## src/rtl/uart_pkg.sv

```systemverilog
// uart_pkg
//   Shared types and default constants for the UART receive controller.
//   rx_state_e : controller state encoding
//   DEF_*      : default parameter values for uart_rx_ctrl
package uart_pkg;

    typedef enum logic [1:0] {
        ST_IDLE    = 2'd0,
        ST_LISTEN  = 2'd1,
        ST_DRAIN   = 2'd2,
        ST_RECOVER = 2'd3
    } rx_state_e;

    localparam int DEF_FIFO_DEPTH  = 4;
    localparam int DEF_RECOVER_CYC = 4;
    localparam int DEF_ERR_CNT_W   = 8;

endpackage

```

## src/rtl/uart_sync_fifo.sv

```systemverilog
// uart_sync_fifo
//   Single-clock byte buffer with first-word-fall-through read port.
//   clk, rst_n            : clock, synchronous active-low reset
//   push, push_data       : write request and data (ignored when full unless popping)
//   pop                   : read request (ignored when empty)
//   head_data             : oldest stored entry, read combinationally from storage
//   count, full, empty    : occupancy status
module uart_sync_fifo #(
    parameter int WIDTH = 8,
    parameter int DEPTH = 4
) (
    input  logic                     clk,
    input  logic                     rst_n,
    input  logic                     push,
    input  logic [WIDTH-1:0]         push_data,
    input  logic                     pop,
    output logic [WIDTH-1:0]         head_data,
    output logic [$clog2(DEPTH):0]   count,
    output logic                     full,
    output logic                     empty
);

    localparam int AW = $clog2(DEPTH);

    logic [AW-1:0]    wr_ptr_q, wr_ptr_d;
    logic [AW-1:0]    rd_ptr_q, rd_ptr_d;
    logic [AW:0]      count_q, count_d;
    logic [WIDTH-1:0] mem_q [DEPTH];
    logic             do_push;
    logic             do_pop;

    assign empty     = (count_q == '0);
    assign full      = (count_q == (AW+1)'(DEPTH));
    assign count     = count_q;
    assign head_data = mem_q[rd_ptr_q];

    // A pop frees a slot in the same cycle, so a full buffer still accepts a
    // simultaneous push. An empty buffer cannot pop, so push+pop is push only.
    assign do_pop  = pop & ~empty;
    assign do_push = push & (~full | do_pop);

    always_comb begin
        wr_ptr_d = wr_ptr_q;
        rd_ptr_d = rd_ptr_q;
        count_d  = count_q;
        if (do_push) begin
            wr_ptr_d = wr_ptr_q + AW'(1);
        end
        if (do_pop) begin
            rd_ptr_d = rd_ptr_q + AW'(1);
        end
        case ({do_push, do_pop})
            2'b10:   count_d = count_q + (AW+1)'(1);
            2'b01:   count_d = count_q - (AW+1)'(1);
            default: count_d = count_q;
        endcase
    end

    always_ff @(posedge clk) begin
        if (!rst_n) begin
            wr_ptr_q <= '0;
            rd_ptr_q <= '0;
            count_q  <= '0;
        end else begin
            wr_ptr_q <= wr_ptr_d;
            rd_ptr_q <= rd_ptr_d;
            count_q  <= count_d;
        end
    end

    // Storage needs no reset; the pointers define what is valid.
    always_ff @(posedge clk) begin
        if (do_push) begin
            mem_q[wr_ptr_q] <= push_data;
        end
    end

endmodule

```

## src/rtl/uart_rx_ctrl.sv

```systemverilog
// uart_rx_ctrl
//   Sequencing controller for a UART receiver datapath: enables/clears the
//   datapath, captures completed bytes into a buffer and counts frame errors.
//   clk, rx_rst_n              : clock, synchronous active-low reset
//   ctrl_en, clr               : software enable, clear of overflow/err_count
//   rx_done, rx_err, rx_busy   : status flags from the datapath
//   rx_data                    : received byte from the datapath
//   rx_en, rx_rst              : registered enable and clear to the datapath
//   m_data, m_valid, m_ready   : byte output handshake (buffer head)
//   fifo_count, overflow       : buffer occupancy, sticky dropped-byte flag
//   err_count                  : saturating frame-error count
//
//   state      | meaning
//   -----------+--------------------------------------------------------
//   ST_IDLE    | datapath disabled, waiting for ctrl_en
//   ST_LISTEN  | datapath enabled, capturing bytes
//   ST_DRAIN   | ctrl_en dropped mid-frame; wait for the frame to finish
//   ST_RECOVER | frame error; datapath held in clear for RECOVER_CYC cycles
module uart_rx_ctrl
    import uart_pkg::*;
#(
    parameter int FIFO_DEPTH  = DEF_FIFO_DEPTH,
    parameter int RECOVER_CYC = DEF_RECOVER_CYC,
    parameter int ERR_CNT_W   = DEF_ERR_CNT_W
) (
    input  logic                          clk,
    input  logic                          rx_rst_n,
    input  logic                          ctrl_en,
    input  logic                          clr,
    input  logic                          rx_done,
    input  logic                          rx_err,
    input  logic                          rx_busy,
    input  logic [7:0]                    rx_data,
    output logic                          rx_en,
    output logic                          rx_rst,
    output logic [7:0]                    m_data,
    output logic                          m_valid,
    input  logic                          m_ready,
    output logic [$clog2(FIFO_DEPTH):0]   fifo_count,
    output logic                          overflow,
    output logic [ERR_CNT_W-1:0]          err_count
);

    localparam logic [3:0] REC_LOAD = 4'(RECOVER_CYC - 1);

    rx_state_e            state_q, state_d;
    logic [3:0]           rec_cnt_q, rec_cnt_d;
    logic                 rx_en_q, rx_en_d;
    logic                 rx_rst_q, rx_rst_d;
    logic                 done_prev_q, done_prev_d;
    logic                 err_prev_q, err_prev_d;
    logic                 overflow_q, overflow_d;
    logic [ERR_CNT_W-1:0] err_count_q, err_count_d;

    logic done_edge;
    logic err_edge;
    logic active;
    logic push;
    logic pop;
    logic fifo_full;
    logic fifo_empty;

    assign done_edge = rx_done & ~done_prev_q;
    assign err_edge  = rx_err & ~err_prev_q;
    assign active    = (state_q == ST_LISTEN) || (state_q == ST_DRAIN);
    // An error edge discards any byte completing in the same cycle.
    assign push      = active & done_edge & ~err_edge;
    assign pop       = m_valid & m_ready;

    uart_sync_fifo #(
        .WIDTH (8),
        .DEPTH (FIFO_DEPTH)
    ) u_fifo (
        .clk       (clk),
        .rst_n     (rx_rst_n),
        .push      (push),
        .push_data (rx_data),
        .pop       (pop),
        .head_data (m_data),
        .count     (fifo_count),
        .full      (fifo_full),
        .empty     (fifo_empty)
    );

    assign m_valid = ~fifo_empty;

    always_comb begin
        state_d   = state_q;
        rec_cnt_d = rec_cnt_q;
        case (state_q)
            ST_IDLE: begin
                if (ctrl_en) begin
                    state_d = ST_LISTEN;
                end
            end
            ST_LISTEN: begin
                if (err_edge) begin
                    state_d   = ST_RECOVER;
                    rec_cnt_d = REC_LOAD;
                end else if (!ctrl_en) begin
                    state_d = rx_busy ? ST_DRAIN : ST_IDLE;
                end
            end
            ST_DRAIN: begin
                // An error while draining still clears the datapath; RECOVER
                // then lands in IDLE unless software has re-enabled.
                if (err_edge) begin
                    state_d   = ST_RECOVER;
                    rec_cnt_d = REC_LOAD;
                end else if (!rx_busy) begin
                    state_d = ST_IDLE;
                end
            end
            ST_RECOVER: begin
                if (rec_cnt_q == 4'd0) begin
                    state_d = ctrl_en ? ST_LISTEN : ST_IDLE;
                end else begin
                    rec_cnt_d = rec_cnt_q - 4'd1;
                end
            end
            default: state_d = ST_IDLE;
        endcase

        // Outputs are registered from the next state so they track state_q.
        rx_en_d  = (state_d == ST_LISTEN) || (state_d == ST_DRAIN);
        rx_rst_d = (state_d == ST_RECOVER);
    end

    always_comb begin
        done_prev_d = rx_done;
        err_prev_d  = rx_err;

        overflow_d = overflow_q;
        if (clr) begin
            overflow_d = 1'b0;
        end else if (push && fifo_full && !pop) begin
            overflow_d = 1'b1;
        end

        err_count_d = err_count_q;
        if (clr) begin
            err_count_d = '0;
        end else if (active && err_edge && (err_count_q != '1)) begin
            err_count_d = err_count_q + ERR_CNT_W'(1);
        end
    end

    always_ff @(posedge clk) begin
        if (!rx_rst_n) begin
            state_q   <= ST_IDLE;
            rec_cnt_q <= 4'd0;
            rx_en_q   <= 1'b0;
            rx_rst_q  <= 1'b0;
        end else begin
            state_q   <= state_d;
            rec_cnt_q <= rec_cnt_d;
            rx_en_q   <= rx_en_d;
            rx_rst_q  <= rx_rst_d;
        end
    end

    always_ff @(posedge clk) begin
        if (!rx_rst_n) begin
            done_prev_q <= 1'b0;
            err_prev_q  <= 1'b0;
            overflow_q  <= 1'b0;
            err_count_q <= '0;
        end else begin
            done_prev_q <= done_prev_d;
            err_prev_q  <= err_prev_d;
            overflow_q  <= overflow_d;
            err_count_q <= err_count_d;
        end
    end

    assign rx_en     = rx_en_q;
    assign rx_rst    = rx_rst_q;
    assign overflow  = overflow_q;
    assign err_count = err_count_q;

endmodule

```

## config.mk

```make
export PLATFORM = sky130hd
export DESIGN_NAME = uart_rx_ctrl
export DESIGN_NICKNAME = d
export VERILOG_FILES = /design/src/rtl/uart_pkg.sv /design/src/rtl/uart_sync_fifo.sv /design/src/rtl/uart_rx_ctrl.sv
export SDC_FILE = /design/constraint.sdc
export NUM_CORES = 1
export LEC_CHECK = 0
export BUFFER_PORTS_ARGS = -buffer_cell sky130_fd_sc_hd__buf_2
export CAP_MARGIN = 20
export CORE_MARGIN = 2
export CORE_UTILIZATION = 45
export CTS_CLUSTER_SIZE = 25
export DETAILED_ROUTE_END_ITERATION = 6
export PLACE_DENSITY = 0.74
export SYNTH_ARGS = -nofsm -noshare
export SYNTH_HDL_FRONTEND = slang
export SYNTH_HIERARCHICAL = 1
export SYNTH_SLANG_ARGS = --single-unit
```

## constraint.sdc

```tcl
create_clock -name clk -period 2.7 [get_ports clk]
set_input_delay 0.675 -clock clk [delete_from_list [all_inputs] [get_ports clk]]
set_output_delay 0.675 -clock clk [all_outputs]
set_load 0.03 [all_outputs]
```

## Word-level counts from Yosys, hierarchy flattened

Memories as Yosys holds them, arrays and structs flattened. A register that Yosys moved wholly into a read port is not among the register bits.
Index checks and enable logic that the tools add are counted.

| word-level totals | value |
|---|---|
| register bits | 26 |
| bits in latches | 0 |
| bits in writable memories | 32 |
| bits in read-only memories | 0 |
| input port bits | 16 |
| output and inout bits | 23 |
| memories kept | 1 |

| operators by class | value |
|---|---|
| $add $sub $neg | 6 |
| $mul | 0 |
| divide/modulo/power cells | 0 |
| $lt $le $gt $ge | 0 |
| equality and inequality tests | 12 |
| shift operators | 0 |
| mux-type cells | 17 |
| bitwise gates (word level) | 14 |
| reductions and logical operators | 15 |

Memory list:

| name | words | bits a word | read ports | clocked after memory_dff | wr ports | RTL line | RTL |
|---|---|---|---|---|---|---|---|
| u_fifo.mem_q | 4 | 8 | 1 | 1 | 1 | uart_sync_fifo.sv:28 | `logic [WIDTH-1:0] mem_q [DEPTH];` |

Operators with widths:

| operator | number |
|---|---|
| two-way mux 2 bit | 9 |
| == test 2 bit, second input constant | 5 |
| adder 8 x 1 -> 8 bit, second input constant | 1 |
| two-way mux 4 bit | 2 |
| != test 8 bit, second input constant | 1 |
| case mux 2 bit (4 select lines) | 1 |
| case mux 4 bit (2 select lines) | 1 |
| bitwise AND 1 bit | 7 |
| == test 2 x 1 -> 1 bit, second input constant | 3 |
| NOT 1 bit | 6 |
| case mux 3 bit (2 select lines) | 1 |
| adder 2 x 1 -> 2 bit, second input constant | 2 |
| logical AND 1 bit | 4 |
| logical NOT 4 bit | 1 |
| nonzero test 2 bit | 2 |
| OR reduction 2 bit | 2 |
| subtractor 4 x 1 -> 4 bit, second input constant | 1 |
| adder 3 x 1 -> 3 bit, second input constant | 1 |
| == test 3 bit, second input constant | 1 |
| logical NOT 3 bit | 1 |
| two-way mux 1 bit | 3 |
| AND reduction 3 bit | 1 |
| subtractor 3 x 1 -> 3 bit, second input constant | 1 |
| logical NOT 2 bit | 1 |
| 5 further kinds | 6 |

## Longest topological paths before layout

Gate-level depths: netlist of the first run.

| logic depth | value |
|---|---|
| word-level depth | 8 |
| depth in mapped cells | 9 |
| mapped depth without buffers | 8 |

## Hierarchy

The synthesis of the first run kept the hierarchy.

By module, submodules not included:

| module | times used | cells an instance | area an instance (um^2) | seq. area each (um^2) |
|---|---|---|---|---|
| uart_sync_fifo | 1 | 102 | 1699.1 | 1141.1 |
| uart_rx_ctrl | 1 | 113 | 1012.2 | 380.4 |

## Worst setup path after synthesis of the first run

OpenSTA, ideal clock, no wires.

| timing | value |
|---|---|
| kind | register to register |
| start point | register u_fifo.count_q[0], in the netlist u_fifo/count[0] |
| end point | register u_fifo.count_q[2], in the netlist u_fifo/count[2] |
| setup time | 0.072 ns |
| arrival | 2.496 ns |
| setup slack | 0.132 ns |
| stages on the path, launching flop included | 10 |
| path buffers | 1 |
| period minus slack after synthesis | 2.568 ns |
| cell sequence | dfxtp_1 > buf_6 > nor3_1 > nor2b_1 > o31a_1 > or2b_1 > fa_1 > nand2b_1 > o31ai_1 > mux2i_1 |

| on the way | value |
|---|---|
| word-level cells in the longest chain between the ends | 8 |
| elaborated cells between the ends (all ways) | 14 |

RTL lines:

| item | RTL line | RTL |
|---|---|---|
| start, declared | uart_sync_fifo.sv:27 | `logic [AW:0] count_q, count_d;` |
| start signal, assigned | uart_sync_fifo.sv:67 | `count_q <= count_d;` |
| logical NOT 3 bit * | uart_sync_fifo.sv:32 | `assign empty = (count_q == '0);` |
| named net fifo_empty | uart_rx_ctrl.sv:61 | `logic fifo_empty;` |
| NOT 1 bit * | uart_rx_ctrl.sv:85 | `assign m_valid = ~fifo_empty;` |
| bitwise AND 1 bit * | uart_rx_ctrl.sv:68 | `assign pop = m_valid & m_ready;` |
| named net pop | uart_rx_ctrl.sv:59 | `logic pop;` |
| bitwise AND 1 bit * | uart_sync_fifo.sv:39 | `assign do_pop = pop & ~empty;` |
| bitwise OR 1 bit | uart_sync_fifo.sv:40 | `assign do_push = push & (~full \| do_pop);` |
| bitwise AND 1 bit | uart_sync_fifo.sv:40 |  |
| == test 2 x 1 -> 1 bit or == test 2 bit (tied branches) | uart_sync_fifo.sv:52 | `case ({do_push, do_pop})` |
| case mux 3 bit (2 select lines) or nonzero test 2 bit (tied branches) | - |  |

The timed path passes the listed nets; every way through them passes the cells marked *.
A chain may end at the register's enable or synchronous reset.

## Final worst setup path of the first run

| timing | value |
|---|---|
| start point | register state_q[1] |
| end point | register u_fifo.count_q[2], in the netlist u_fifo/count[2] |

| on the way | value |
|---|---|
| word-level cells in the longest chain between the ends | 7 |
| elaborated cells between the ends (all ways) | 10 |

RTL lines:

| item | RTL line | RTL |
|---|---|---|
| start, declared | uart_rx_ctrl.sv:46 | `rx_state_e state_q, state_d;` |
| start signal, assigned | uart_rx_ctrl.sv:155 | `state_q <= state_d;` |
| == test 2 x 1 -> 1 bit or == test 2 bit (tied branches) | uart_rx_ctrl.sv:65 | `assign active = (state_q == ST_LISTEN) \|\| (state_q == ST_DRAIN);` |
| logical OR 1 bit * | uart_rx_ctrl.sv:65 |  |
| bitwise AND 1 bit * (2 in a row) | uart_rx_ctrl.sv:67 | `assign push = active & done_edge & ~err_edge;` |
| named net push | uart_rx_ctrl.sv:58 | `logic push;` |
| bitwise AND 1 bit * | uart_sync_fifo.sv:40 |  |
| == test 2 x 1 -> 1 bit or == test 2 bit (tied branches) | uart_sync_fifo.sv:52 |  |
| case mux 3 bit (2 select lines) or nonzero test 2 bit (tied branches) | - |  |

Marked as above.

==> results of run 1 <==
[power by group]
group	switching [uW]	total, uW	internal, uW
clock	338	759	421
sequential	36.4	1060	1020
combinational	274	463	189
[per-stage QoR]
stage / power, uW / area, sq um
finish: 2280 / 3180
floorplan: 1420 / 2710
global route: 2400 / 3180
global placement: 1520 / 2990
CTS: 2300 / 3180
detailed placement: 1540 / 2990
[final timing paths]
kind / cells past startpoint / slack, ns / from / endpoint
setup reg to reg: 8 / 0.26 / state_q[1]$_SDFF_PN0_ / u_fifo/count[2]$_SDFFE_PN0P_
hold / removal: 1 / 0.48 / rec_cnt_q[0]$_SDFFE_PN0P_ / rec_cnt_q[0]$_SDFFE_PN0P_
hold reg to reg: 1 / 0.48 / rec_cnt_q[0]$_SDFFE_PN0P_ / rec_cnt_q[0]$_SDFFE_PN0P_
setup / recovery: 8 / 0.26 / state_q[1]$_SDFF_PN0_ / u_fifo/count[2]$_SDFFE_PN0P_
[cell usage in the layout (no fill, tap or decap), drive strengths merged, types with 3 or more instances in the layout]
master,synthesis,final
clkbuf,1,11
o31ai,3,3
nor3,3,3
inv,14,14
mux4,8,8
and2,14,14
dfxtp,28,28
a21oi,10,10
ha,12,12
o21ai,5,5
nand2,11,11
nor2b,4,4
xnor2,5,5
clkinv,0,3
a211oi,3,3
xor2,4,4
buf,5,42
mux2i,5,5
edfxtp,32,32
nand3b,3,3
nor2,11,11
nand2b,4,4
a2111oi,4,4
[layout make-up]
class / instances / area [sq um]
Fill cell: 513 / 2710
Sequential cell: 60 / 1520
Multi-Input combinational cell: 135 / 1100
Timing Repair Buffer: 42 / 220
Clock buffer: 11 / 131
Tap cell: 75 / 93.8
Clock inverter: 5 / 52.6
Inverter: 14 / 52.6
[cells by family (layout without fill, tap and decap cells)]
logic type,Yosys count,after routing,share of synthesized area (%)
AND/OR/NAND/NOR,65,65,14.2
flip-flops,60,60,56.1
buffers and inverters,20,72,3.14
AO/OA/AOI/OAI,35,35,8.91
multiplexers,13,13,8.49
adder cells (fa/ha/maj),13,13,6.28
XOR/XNOR,9,9,2.91
[worst reg2reg max path, cell delays in order, from the launching register on]
cell and delay [ns]:
dfxtp_1 0.41, inv_1 0.12, ha_1 0.36, and4b_1 0.24, or2b_1 0.23, fa_1 0.39, nand2b_1 0.16, o31ai_1 0.24
mux2i_1 0.22
[state kept, by name (all words and copies together), names as in the netlist, named ones only]
register	cells
done_prev_q	1
u_fifo/count	3
u_fifo/wr_ptr_q	2
err_count	8
state_q	2
u_fifo/mem_q	32
rx_en	1
rx_rst	1
rec_cnt_q	4
u_fifo/rd_ptr_q	2
overflow	1
err_prev_q	1
[layer usage]
metal / vias up / share of wire (%) / global-route usage (%)
met5: - / 0 / 0
li1: 889 / - / -
met3: 8 / 4.3 / 6.26
met1: 837 / 46 / 19.0
met4: 0 / 2.0 / 7.50
met2: 40 / 48 / 26.0
==> impl_metrics.json, run 1 <==
{
  "grt.overflow.total": 0,
  "dieArea_sq_um": 6660,
  "worst_pin_slew_ns": 0.596,
  "routedWlPerCell_microns": 14.3,
  "postCtsSetupRepairBufs": 0,
  "firstDrtPassIters": 4,
  "antenna_cells": 0,
  "clk_latency_ns": 0.34,
  "synth_commonest_cells": "edfxtp_1, dfxtp_1, and2_1, inv_1, ha_1",
  "maxSlewHeadroom_pct": 59.2,
  "worstSetupEndpointType": "flop",
  "grt_usage_pct": 16.1,
  "slowest_stage": "dfxtp_1",
  "nNetsFinal": 291,
  "core_sq_um": 5890,
  "dieHeight_microns": 81.6,
  "cp_max_fo": 6,
  "crit_type": "reg -> reg",
  "cp.required_ns": 2.97,
  "cts_resized": 0,
  "num_io_pins": 39,
  "leakagePower_uw": 0.00121,
  "htree_levels": 3,
  "setup_slack_ns": 0.257,
  "vias_per_cell": 5.19,
  "synthTopCellsByArea": "edfxtp_1, dfxtp_1, mux4_2, ha_1, and2_1",
  "critPathTopFamily": "adder cells",
  "cpPeakStageDelay_ns": 0.41,
  "start_util_pct": 46.1,
  "status": "complete, no violations",
  "dr.first_iter.drc_count": 72,
  "peakVddDrop_uv": 469,
  "wl_microns": 4900,
  "max_freq_ghz": 0.409,
  "synth_edf_count": 32,
  "grt_setup_unrepaired": "false",
  "tns_ns": 0,
  "route.detailed.drc": 0,
  "hold_slack_ns": 0.483,
  "cp.arrival_ns": 2.71,
  "finalCritPeriodShare_pct": 90.5,
  "maxSlewViolCount": 0,
  "clk_pin_slew_ns": 0.06,
  "drive_gt1_share_pct": 25.8,
  "fin_util_pct": 54.0,
  "yosys_warnings": 6,
  "ys_ff_latch": 60,
  "root_buffer": "clkbuf_8",
  "dp_hpwl_microns": 3440,
  "synth_top_area_share_pct": 35.4,
  "hold_viol_final": 0,
  "ys.flop_type": "edfxtp_1",
  "cts_buffers": 9,
  "ys_seq_area_share_pct": 56.1,
  "synth_most_common_cell": "edfxtp_1",
  "syn_nets": 244,
  "detail-route-antenna-nets": 0,
  "syn_inst": 215,
  "min_path_type": "reg -> reg",
  "cts.sinks": 60,
  "setup_viol": 0,
  "cts_tree": "done",
  "cp.buffers_inverters": 1,
  "area_growth_pct": 17.2,
  "grt_pass1_vias": 1687,
  "io_buffers": 38,
  "finalNonFillerCells": 342,
  "netlist-cell-type-count": 48,
  "maxCapViolCount": 0,
  "dp.cells": 326,
  "hold_buffers": 0,
  "die_width_microns": 81.6,
  "cp_cell_sequence": "inv_1 > ha_1 > and4b_1 > or2b_1 > fa_1 > nand2b_1 > o31ai_1 > mux2i_1",
  "async_flop_share_pct": 0,
  "finalWeightedCongestion": 0.825,
  "grt_max_degree": 19,
  "via_count": 1774,
  "cts_buffer_depth": 2,
  "syn_avg_cell_area_sq_um": 12.6,
  "p_per_area_nw_per_um2": 717,
  "fp-row-count": 28,
  "worst_setup_path_start_kind": "flop",
  "clock-skew-final_ns": 0.00675,
  "antenna_found_initial": 0,
  "synth_area_sq_um": 2710,
  "grt_pass1_wl_microns": 7850,
  "detailedPlace.worstSlack_ns": 0.209,
  "synth_area_leader_cell": "edfxtp_1",
  "finalCriticalPeriod_ns": 2.44
}
Power figures use the tool's default switching activity.
==> run 2, diff against run 1 <==
--- a/config.mk
+++ b/config.mk
@@ -12,6 +12,7 @@
 export CTS_CLUSTER_SIZE = 25
 export DETAILED_ROUTE_END_ITERATION = 6
 export PLACE_DENSITY = 0.74
+export RECOVER_POWER = 50
 export SYNTH_ARGS = -nofsm -noshare
 export SYNTH_HDL_FRONTEND = slang
 export SYNTH_HIERARCHICAL = 1
==> constraint.sdc (replaced) <==
create_clock -name clk -period 2.44 [get_ports clk]
set_input_delay 0.61 -clock clk [delete_from_list [all_inputs] [get_ports clk]]
set_output_delay 0.61 -clock clk [all_outputs]
set_load 0.03 [all_outputs]
==> run 2 against run 1 <==
Against the previous run:
- maximum frequency up 8.3%
- total power increased by 11%
- worst setup slack worse by 0.072 ns
- worst hold slack gained 0.013 ns
- cell area about the same
==> impl_metrics.json, run 2 (synthesis gave the netlist of run 1 again) <==
{
  "status": "complete, no violations",
  "io_buffers": 38,
  "p_per_area_nw_per_um2": 798,
  "via_count": 1808,
  "grt_usage_pct": 15.6,
  "cts_tree": "done",
  "largest_reg_flops": 32,
  "area_growth_pct": 17.3,
  "fin_util_pct": 54.0,
  "place_area_sq_um": 3040,
  "clock-skew-final_ns": 0.00820,
  "dieArea_sq_um": 6660,
  "stdcell_area_sq_um": 3180,
  "tns_ns": 0,
  "root_buffer": "clkbuf_8",
  "grt_setup_unrepaired": "false",
  "cp_max_fo": 5,
  "route.detailed.drc": 0,
  "worst_setup_path_start_kind": "flop",
  "worstSetupEndpointType": "flop",
  "grt_pass1_wl_microns": 7770,
  "dr.first_iter.drc_count": 105,
  "min_path_type": "in -> reg",
  "finalCriticalPeriod_ns": 2.26,
  "largest-register": "u_fifo/mem_q",
  "worst_pin_slew_ns": 0.717,
  "vias_per_cell": 5.21,
  "wl_microns": 4780,
  "cp.arrival_ns": 2.52,
  "max_freq_ghz": 0.443,
  "clk_pin_slew_ns": 0.07,
  "dieHeight_microns": 81.6,
  "hold_buffers": 0,
  "final_cell_mix": "edfxtp_1, clkbuf_1, dfxtp_1, buf_2, inv_1",
  "routedWlPerCell_microns": 13.8,
  "finalWeightedCongestion": 0.923,
  "cp.required_ns": 2.71,
  "leakagePower_uw": 0.00114,
  "maxCapViolCount": 0,
  "hold_slack_ns": 0.496,
  "finalCritPeriodShare_pct": 92.4,
  "detail-route-antenna-nets": 0,
  "dp_hpwl_microns": 3280,
  "crit_type": "reg -> reg",
  "hold_viol_final": 0,
  "drive_gt1_share_pct": 19.1,
  "antenna_cells": 0,
  "start_util_pct": 46.1,
  "maxSlewHeadroom_pct": 52.2,
  "firstDrtPassIters": 4,
  "grt_max_degree": 19,
  "peakVddDrop_uv": 466,
  "core_sq_um": 5890,
  "num_io_pins": 39,
  "antenna_found_initial": 0,
  "clk_latency_ns": 0.33,
  "cts_buffers": 9,
  "cts.sinks": 60,
  "grt_pass1_vias": 1660,
  "die_width_microns": 81.6,
  "final_common_cell": "edfxtp_1",
  "nNetsFinal": 296,
  "htree_levels": 3,
  "fp-row-count": 28,
  "cts_buffer_depth": 2,
  "setup_viol": 0,
  "maxSlewViolCount": 0,
  "grt.overflow.total": 0
}
==> run 2: cell types whose count changed in the layout (fill, tap and decap cells not counted), sizes merged <==
cell	delta
buf	-20
clkbuf	+25
==> run 2: per-stage QoR <==
| step | std cells | worst slack, ns | power [uW] |
|---|---|---|---|
| 4_1_cts | 347 | 0.105 | 2580 |
| 3_3_place_gp | 331 | 0.191 | 1720 |
| 5_1_grt | 347 | 0.0351 | 2670 |
| 2_1_floorplan | 215 | 0.0262 | 1570 |
| 6_report | 347 | 0.185 | 2540 |
| 3_5_place_dp | 331 | 0.122 | 1730 |
==> run 2: worst max-delay path, stage by stage, from the launching register on <==
cell	delay, ns
dfxtp_2	0.37
inv_1	0.08
ha_1	0.30
and4b_1	0.23
or2b_1	0.23
fa_1	0.38
nand2b_1	0.16
o31ai_1	0.24
mux2i_1	0.21
==> run 2: repair_timing <==
item / 4_1_cts / 5_1_grt
setup endpoints to repair: 0 / 1
buffers inserted: 0 / 0
gates resized for setup: 0 / 2
==> run 2: cell type report <==
| class | count | area [sq um] |
|---|---|---|
| fillers | 514 | 2710 |
| flip-flops and latches | 60 | 1530 |
| multi-input cells | 135 | 1100 |
| repair buffers | 47 | 221 |
| clock buffers | 11 | 131 |
| well taps | 75 | 93.8 |
| clock inverters | 5 | 52.6 |
| inverters | 14 | 52.6 |
==> run 2: power by group <==
| group | switching, uW | internal, uW | total (uW) |
|---|---|---|---|
| logic | 311 | 216 | 527 |
| registers | 41.9 | 1130 | 1170 |
| clock network | 371 | 467 | 838 |
| total | 724 | 1810 | 2540 |
==> run 2: path summary, 6_finish.rpt <==
check / start / endpoint / slack [ns] / cells after the start
min: rx_done / done_prev_q$_SDFF_PN0_ / 0.50 / 2
max: state_q[0]$_SDFF_PN0_ / u_fifo/count[2]$_SDFFE_PN0P_ / 0.18 / 8
max reg2reg: state_q[0]$_SDFF_PN0_ / u_fifo/count[2]$_SDFFE_PN0P_ / 0.18 / 8
min reg2reg: overflow$_SDFFE_PP0P_ / overflow$_SDFFE_PP0P_ / 0.50 / 2
==> run 2: per-layer routing <==
| metal | vias to the layer above | part of all wire, % | GRT usage [%] |
|---|---|---|---|
| met5 | - | 0 | 0 |
| met4 | 0 | 1.5 | 7.50 |
| met3 | 6 | 5.1 | 4.18 |
| met2 | 40 | 48 | 25.5 |
| met1 | 869 | 45 | 19.3 |
| li1 | 893 | - | - |
